`src/rtl/serial_cla_sub.sv`:
```
// Multi-cycle WIDTH-bit subtractor: one 4-bit carry-lookahead stage, LSB nibble first.
// Operands shift right one nibble per RUN cycle; the result shifts in from the top.
module serial_cla_sub #(
  parameter int WIDTH = 16
) (
  input  logic             clk,
  input  logic             rst,
  input  logic             start,
  input  logic [WIDTH-1:0] a,
  input  logic [WIDTH-1:0] b,
  output logic             busy,
  output logic             done,
  output logic [WIDTH-1:0] diff,
  output logic             borrow,
  output logic             ovf,
  output logic             zero
);

  localparam int NNIB = WIDTH / 4;
  localparam int NW   = $clog2(NNIB);

  typedef enum logic [1:0] {IDLE, RUN, DONE} state_t;

  state_t           state_q, state_d;
  logic [NW-1:0]    nib_q, nib_d;
  logic [WIDTH-1:0] a_q, a_d, b_q, b_d, acc_q, acc_d, diff_q, diff_d;
  logic             carry_q, carry_d;
  logic             borrow_q, borrow_d, ovf_q, ovf_d, zero_q, zero_d;
  logic             busy_q, busy_d, done_q, done_d;

  // Nibble stage: A + ~B + carry with full 4-bit lookahead
  logic [3:0] nib_a, nib_nb, g, p, sum;
  logic [4:0] c;

  assign nib_a  = a_q[3:0];
  assign nib_nb = ~b_q[3:0];
  assign g      = nib_a & nib_nb;
  assign p      = nib_a ^ nib_nb;
  assign c[0]   = carry_q;
  assign c[1]   = g[0] | (p[0] & c[0]);
  assign c[2]   = g[1] | (p[1] & g[0]) | (p[1] & p[0] & c[0]);
  assign c[3]   = g[2] | (p[2] & g[1]) | (p[2] & p[1] & g[0]) | (p[2] & p[1] & p[0] & c[0]);
  assign c[4]   = g[3] | (p[3] & g[2]) | (p[3] & p[2] & g[1]) | (p[3] & p[2] & p[1] & g[0])
                | (p[3] & p[2] & p[1] & p[0] & c[0]);

  generate
    for (genvar gi = 0; gi < 4; gi++) begin : g_sum
      assign sum[gi] = p[gi] ^ c[gi];
    end
  endgenerate

  always_comb begin
    state_d  = state_q;
    nib_d    = nib_q;
    a_d      = a_q;
    b_d      = b_q;
    acc_d    = acc_q;
    carry_d  = carry_q;
    diff_d   = diff_q;
    borrow_d = borrow_q;
    ovf_d    = ovf_q;
    zero_d   = zero_q;
    case (state_q)
      IDLE, DONE: begin
        if (start) begin
          a_d     = a;
          b_d     = b;
          nib_d   = '0;
          carry_d = 1'b1;
          state_d = RUN;
        end else begin
          state_d = IDLE;
        end
      end
      RUN: begin
        a_d     = a_q >> 4;
        b_d     = b_q >> 4;
        acc_d   = {sum, acc_q[WIDTH-1:4]};
        carry_d = c[4];
        nib_d   = nib_q + 1'b1;
        // Published results only move on the final nibble
        if (nib_q == NW'(NNIB - 1)) begin
          diff_d   = acc_d;
          borrow_d = ~c[4];
          ovf_d    = c[3] ^ c[4];
          zero_d   = (acc_d == '0);
          state_d  = DONE;
        end
      end
      default: state_d = IDLE;
    endcase
    busy_d = (state_d == RUN);
    done_d = (state_d == DONE);
  end

  always_ff @(posedge clk) begin
    if (rst) begin
      state_q  <= IDLE;
      nib_q    <= '0;
      a_q      <= '0;
      b_q      <= '0;
      acc_q    <= '0;
      carry_q  <= 1'b0;
      diff_q   <= '0;
      borrow_q <= 1'b0;
      ovf_q    <= 1'b0;
      zero_q   <= 1'b0;
      busy_q   <= 1'b0;
      done_q   <= 1'b0;
    end else begin
      state_q  <= state_d;
      nib_q    <= nib_d;
      a_q      <= a_d;
      b_q      <= b_d;
      acc_q    <= acc_d;
      carry_q  <= carry_d;
      diff_q   <= diff_d;
      borrow_q <= borrow_d;
      ovf_q    <= ovf_d;
      zero_q   <= zero_d;
      busy_q   <= busy_d;
      done_q   <= done_d;
    end
  end

  assign busy   = busy_q;
  assign done   = done_q;
  assign diff   = diff_q;
  assign borrow = borrow_q;
  assign ovf    = ovf_q;
  assign zero   = zero_q;

endmodule
```
`config.mk`:
```
export PLATFORM = sky130hd
export DESIGN_NAME = serial_cla_sub
export DESIGN_NICKNAME = d
export VERILOG_FILES = /design/src/rtl/serial_cla_sub.sv
export SDC_FILE = /design/constraint.sdc
export NUM_CORES = 1
export LEC_CHECK = 0
export ABC_CLOCK_PERIOD_IN_PS = 1900
export CAP_MARGIN = 5
export CORE_MARGIN = 2
export CORE_UTILIZATION = 35
export CTS_CLUSTER_DIAMETER = 100
export DETAILED_ROUTE_END_ITERATION = 7
export GPL_TIMING_DRIVEN = 0
export PLACE_DENSITY_LB_ADDON = 0.3
export SLEW_MARGIN = 30
export SYNTH_ARGS = -nofsm -noshare
export SYNTH_HDL_FRONTEND = slang
export SYNTH_SLANG_ARGS = --single-unit
```
`constraint.sdc`:
```
create_clock -name clk -period 1.9 [get_ports clk]
set_input_delay 0.57 -clock clk [delete_from_list [all_inputs] [get_ports clk]]
set_output_delay 0.57 -clock clk [all_outputs]
set_load 0.05 [all_outputs]
```
## Yosys cells after proc, flatten, opt, wreduce, memory -nomap -nowiden

Index checks and enable logic that the tools add are counted.

- Bitwise gates (word level): 35
- Reductions and logical operators: 6
- Add/sub/neg operators: 1
- Multiplexer cells: 11
- Eq/ne operators: 6

Operators with widths:

| cell | number |
|---|---|
| 16-bit case mux with 2 select lines | 2 |
| 16-bit two-way mux | 2 |
| 1-bit AND | 16 |
| 16-bit logical NOT | 1 |
| 1-bit OR | 10 |
| 2-bit case mux with 2 select lines | 2 |
| 2-bit == test, second input constant | 3 |
| 1-bit XOR | 5 |
| 4-bit AND | 1 |
| 2-bit by 1-bit == test with 1-bit output, second input constant | 2 |
| 2-bit two-way mux | 2 |
| 4-bit NOT | 1 |
| 2-bit AND reduction | 2 |
| 4-bit XOR | 1 |
| 2-bit by 1-bit adder with 2-bit output, second input constant | 1 |
| 2-bit logical NOT | 1 |
| 1-bit two-way mux | 2 |
| 2-bit != test, second input constant | 1 |
| 1-bit case mux with 2 select lines | 1 |
| 2-bit nonzero test | 1 |
| 2-bit OR reduction | 1 |
| 1-bit NOT | 1 |

- Word-level logic and storage cells: 71
- Register bits after elaboration: 74
- Input port bits: 35
- Output and inout port bits: 21

## Logic depth before layout (Yosys ltp)

- Word-level depth: 8
- Gate-level depth with buffers: 6
- Gate-level depth less buffers: 6

## Worst setup path after synthesis

No wires, ideal clock.

- Path kind: register to register
- Start point: register b_q[0]
- End point: register zero_q (netlist: zero)
- Period minus slack after synthesis: 1577 ps
- Data required time: 1839 ps
- Path buffers: 0
- Stages on the path, launching flop included: 7
- Arrival: 1517 ps
- Library setup time: 61 ps
- Setup slack: 323 ps
- Path through: dfxtp_1 > inv_1 > ha_1 > a211o_1 > a211o_1 > a22oi_2 > a32o_2

- Cells in the longest elaborated chain, start to end: 7
- Elaborated cells on any way between the ends: 20
- Those cells by class: bitwise: 19; reduce/logical: 1

Ends and longest elaborated chain:

| element | line | source |
|---|---|---|
| start, declared | 26 | `logic [WIDTH-1:0] a_q, a_d, b_q, b_d, acc_q, acc_d, diff_q, diff_d;` |
| start signal, assigned | 101 | `b_q <= '0;` |
| start signal, assigned | 114 | `b_q <= b_d;` |
| 4-bit NOT * | 36 | `assign nib_nb = ~b_q[3:0];` |
| 4-bit AND or 4-bit XOR (tied branches) | 37, 38 |  |
| 1-bit AND (on tied branches) | 41, 42 |  |
| 1-bit OR, or another cell as far along | 41 | `assign c[2] = g[1] \| (p[1] & g[0]) \| (p[1] & p[0] & c[0]);` |
| 1-bit OR (on tied branches) | 41, 42 |  |
| 1-bit XOR | 48 | `assign sum[gi] = p[gi] ^ c[gi];` |
| 16-bit logical NOT * | 86 | `zero_d = (acc_d == '0);` |
| end signal, assigned | 120 | `zero_q <= zero_d;` |
| end, declared | 28 | `logic borrow_q, borrow_d, ovf_q, ovf_d, zero_q, zero_d;` |

Mark *: on every way between the ends. The rest lies on a longest branch, timed or not.
A chain may end at the register's enable or synchronous reset.

## Final worst setup path

- Start point: register diff_q[14] (netlist: diff[14])
- End point: output diff[14]

RTL lines:

| element | line | source |
|---|---|---|
| start, declared | 26 |  |
| start signal, assigned | 117 | `diff_q <= diff_d;` |
| end, declared | 13 | `output logic [WIDTH-1:0] diff,` |

No word-level cell between the ends.

==> results.txt <==
- Outcome: complete, no violations
- Yosys top cell area share: 0.4887
- Setup total negative slack: 0 ns
- Launching element type of the critical path: flop
- Initial Utilization: 0.3544
* Normalized max-slew margin: 0.5973
- Of the cells placed in the final design, the portion with a size suffix greater than 1 is 0.08794.
* Clock latency at the later pin of the worst-skew pair: about 0.35 ns
- In the post-synthesis netlist, the biggest area contributors are sky130_fd_sc_hd__dfxtp_1, sky130_fd_sc_hd__mux2i_1, sky130_fd_sc_hd__a211oi_1.
* Number of DRC markers in iteration 0: roughly 120
* Commonest cells in the netlist: sky130_fd_sc_hd__dfxtp_1, sky130_fd_sc_hd__nand2_1, sky130_fd_sc_hd__nor2_1
- Detailed routing inserted a total of between 2,000 and 3,000 vias.
* Synth warn: 0
- Class of the most critical setup path: reg -> out
- The die covers ~0.0089 mm².
- Termination of the worst setup path: diff[14]
* Max-slew violation total from the final report: 0
- Number of cells on the critical path: 1
- In this run, distinct cell masters in the synthesized netlist total 34.
- All-layer global routing usage: 0.1676
- Flop and latch count out of synthesis: 70
- Post-Synth XOR/XNOR Area: 0.003054
- Crit end category: output port
- From left edge to right edge, the die measures ~95 µm.
- Main combinational cell family by area after synthesis: simple AND/OR/NAND/NOR gates
- Of all nets on the critical path, the largest fanout is 2.
- In the routed layout, each cell is associated on average with a via count of approximately 5.0.
- Measured against the total synthesized area, the mux share comes to 0.07330.
- GR Layer Usage met2: 0.2774
* Ys async rst share: 0
- Counting the fill cells in the layout gives 832.
* Top FF cell, synth: sky130_fd_sc_hd__dfxtp_1
- TritonCTS built the clock tree.
- The H-tree was split into 3 levels.
* Library cell contributing the largest single delay on the critical path: sky130_fd_sc_hd__dlygate4sd2_1
* Leakage: 0.001520 µW
* Worst r2r dst: zero
* Fin. Hold Viols: 0
- Clock tree synthesis found a total of 70 sinks.
- Global routing met1 resource utilization: 0.2043
* Max frequency: between 500 and 600 MHz
- Family with the most delay on the worst path: buffers and inverters
* Number of buffers created by CTS: 9
- Port buffering added 54 buffers.
- For this run, the slowest stage of the critical path takes between 0.5 and 0.6 ns.
- Max-cap viol count: 0
- The global routing stage identified its most utilized layer as met2.
* Flop-to-flop setup slack: 0.15 ns
- Hold repair after CTS inserted 0 buffers.
* Final setup violating endpoints: 0
* Slew @ Worst Pin: slightly above 0.6 ns
* Initial antenna violation count: 0
- Source of the critical timing path: diff[14]
- Clock-pin slew on the worst setup and hold paths: about 0.070 ns
* Gate Count Post-Synth: roughly 330
- Power Dens Cells: just over 900 mW/mm²
* Min Clock Period, post-route: 1.821 ns
- Across the routed clock network, the largest skew measured is around 0.0073 ns.
* Ant diodes: 0
- Deepest clock path buffer count: 2
* Crit path DAT: ~1.3 ns
* Crit path buf inv count: 1
- Setup repair after global routing left no endpoint under its margin.
- The number of nets handed over by synthesis was between 300 and 400.
- The first global-routing pass estimated around 11 mm of wire.
* Fraction of the mapped netlist area in simple logic gates: 0.1784
* Remaining DRCs: 0
- The floorplan has 33 rows.
- I/O pins: 56
- The routed design has 6.994 mm of wire.
- In this run, synthesis inferred 0 flip-flops with an integrated enable.
- Synthesized-area fraction occupied by ao, oa, aoi and oai cells: 0.1771
- Compared with the post-synthesis result, the final layout area differs by 29.80%.
- The cell area that synthesis handed to floorplanning was 0.002868 mm².
- Summed over all instances, the cell type with the most area after synthesis is sky130_fd_sc_hd__dfxtp_1.
* Detailed Place HPWL: about 5 mm
- The worst register-to-register path begins at a_q[0].
- The design draws approximately 3400 µW.
- After detailed routing, the average wire length per cell comes to 13.90 µm.
- Dividing the final minimum period by the clock period gives 0.9585.
- 1st-pass router iterations: 4
* Met3 track demand over resource: 0.04709
- Sequential-to-total area share from yosys stat: 0.4887
* CP cell instances: dlygate4sd2_1
- Global routing finished with a remaining overflow of 0.
- The final layout contains ~430 nets.
* Largest net degree at the start of global routing: 12
- Root cell of the clock tree: sky130_fd_sc_hd__clkbuf_8
- Floorplan die height: roughly 95 µm
* Via count of the first global-routing pass: 2,377
- After floorplanning, the core was sized to cover approximately 0.0081 mm².
- Yosys instantiated no cell more often than sky130_fd_sc_hd__dfxtp_1.
- VDD sags by at most 392.2 µV.
- Antenna Nets Post-Route: 0
- Routability-driven placement finished with a final weighted congestion of between 0.8 and 0.9.
- The number of cells on the worst reg-to-reg path is 5.
- Of the total synthesized cell area, the portion taken by full adders, half adders and majority gates is 0.02880.
- Synthesized area divided by synthesized cell count: slightly below 9 µm²
- Required arrival time at the worst endpoint: approximately 1.3 ns
- In this run the worst hold path is classified as reg -> reg.
## worst min path at each step
stage	startpoint	cells past startpoint	endpoint
final	diff[6]	2	diff[6]
after CTS	diff[6]	2	diff[6]
after detailed placement	diff[6]	2	diff[6]
after global routing	diff[10]	2	diff[10]
after global placement	diff[3]	2	diff[3]
after floorplan	acc_q[6]	2	diff[2]
## area by class of cell
| cell class | instances | area [µm²] | share of cell area |
|---|---|---|---|
| timing repair buffer | 54 | 514.2 | 0.1382 |
| clock inverter | 3 | 42.54 | 0.01143 |
| sequential | 70 | 1401 | 0.3765 |
| inverter | 6 | 22.52 | 0.006050 |
| buffer | 25 | 122.6 | 0.03294 |
| tap | 105 | 131.4 | 0.03529 |
| clock buffer | 13 | 158.9 | 0.04269 |
| multi-input combinational | 227 | 1329 | 0.3570 |
## flip-flops by register name, indices dropped and copies added (netlist names), 2 cells and up
name / flops
state_q: 2
a_q: 16
b_q: 16
nib_q: 2
diff: 16
acc_q: 12
## stage by stage
step | util | setup slack [ns] | instance area (µm²) | cells | hold slack [ns]
2_1_floorplan | - | 0.3227 | 2868 | 328 | 0.4451
3_3_place_gp | 0.4374 | -0.1521 | 3540 | 487 | 0.4415
3_5_place_dp | 0.4374 | -0.2034 | 3540 | 487 | 0.4470
4_1_cts | 0.4590 | 0.06257 | 3715 | 503 | 0.4553
5_1_grt | 0.4600 | 0.03274 | 3722 | 503 | 0.4788
6_report | 0.4600 | 0.07891 | 3722 | 503 | 0.4530
## repair_timing
item,in CTS,in global routing
gates cloned,0,0
setup endpoints to repair,21,1
buffers inserted,0,0
gates resized for setup,21,1
## cells by family (layout without fill, tap and decap cells)
family          count (synthesis)  after routing
compound gates                 75             75
xor+xnor                        1              1
fa+ha+maj                       6              6
buf+inv                        31            101
flops                          70             70
mux                            21             21
simple gates                  124            124
## cells in the final DEF (no fill, tap or decap), drive strengths merged, types with 5 or more instances in the layout
cell | netlist | layout
nor2 | 51 | 51
inv | 6 | 6
clkbuf | 10 | 23
a21oi | 30 | 30
nand3 | 7 | 7
buf | 15 | 15
nand2 | 52 | 52
a22oi | 10 | 10
mux2i | 21 | 21
dfxtp | 70 | 70
nor3 | 6 | 6
ha | 5 | 5
clkdlybuf4s50 | 0 | 33
a211oi | 27 | 27
dlygate4sd2 | 0 | 21
## where the power goes
part | leakage (µW) | switching (µW) | internal [µW]
sequential | 0.000572 | 55.3 | 1550
clock | 0.0000996 | 549 | 677
combinational | 0.000848 | 307 | 258
## per-layer routing
layer / share of wire / up-vias
li1: - / 1266
met1: 0.47 / 1179
met2: 0.47 / 56
met3: 0.042 / 11
met4: 0.020 / 0
met5: 0 / -
(Power assumes the default switching activity.)
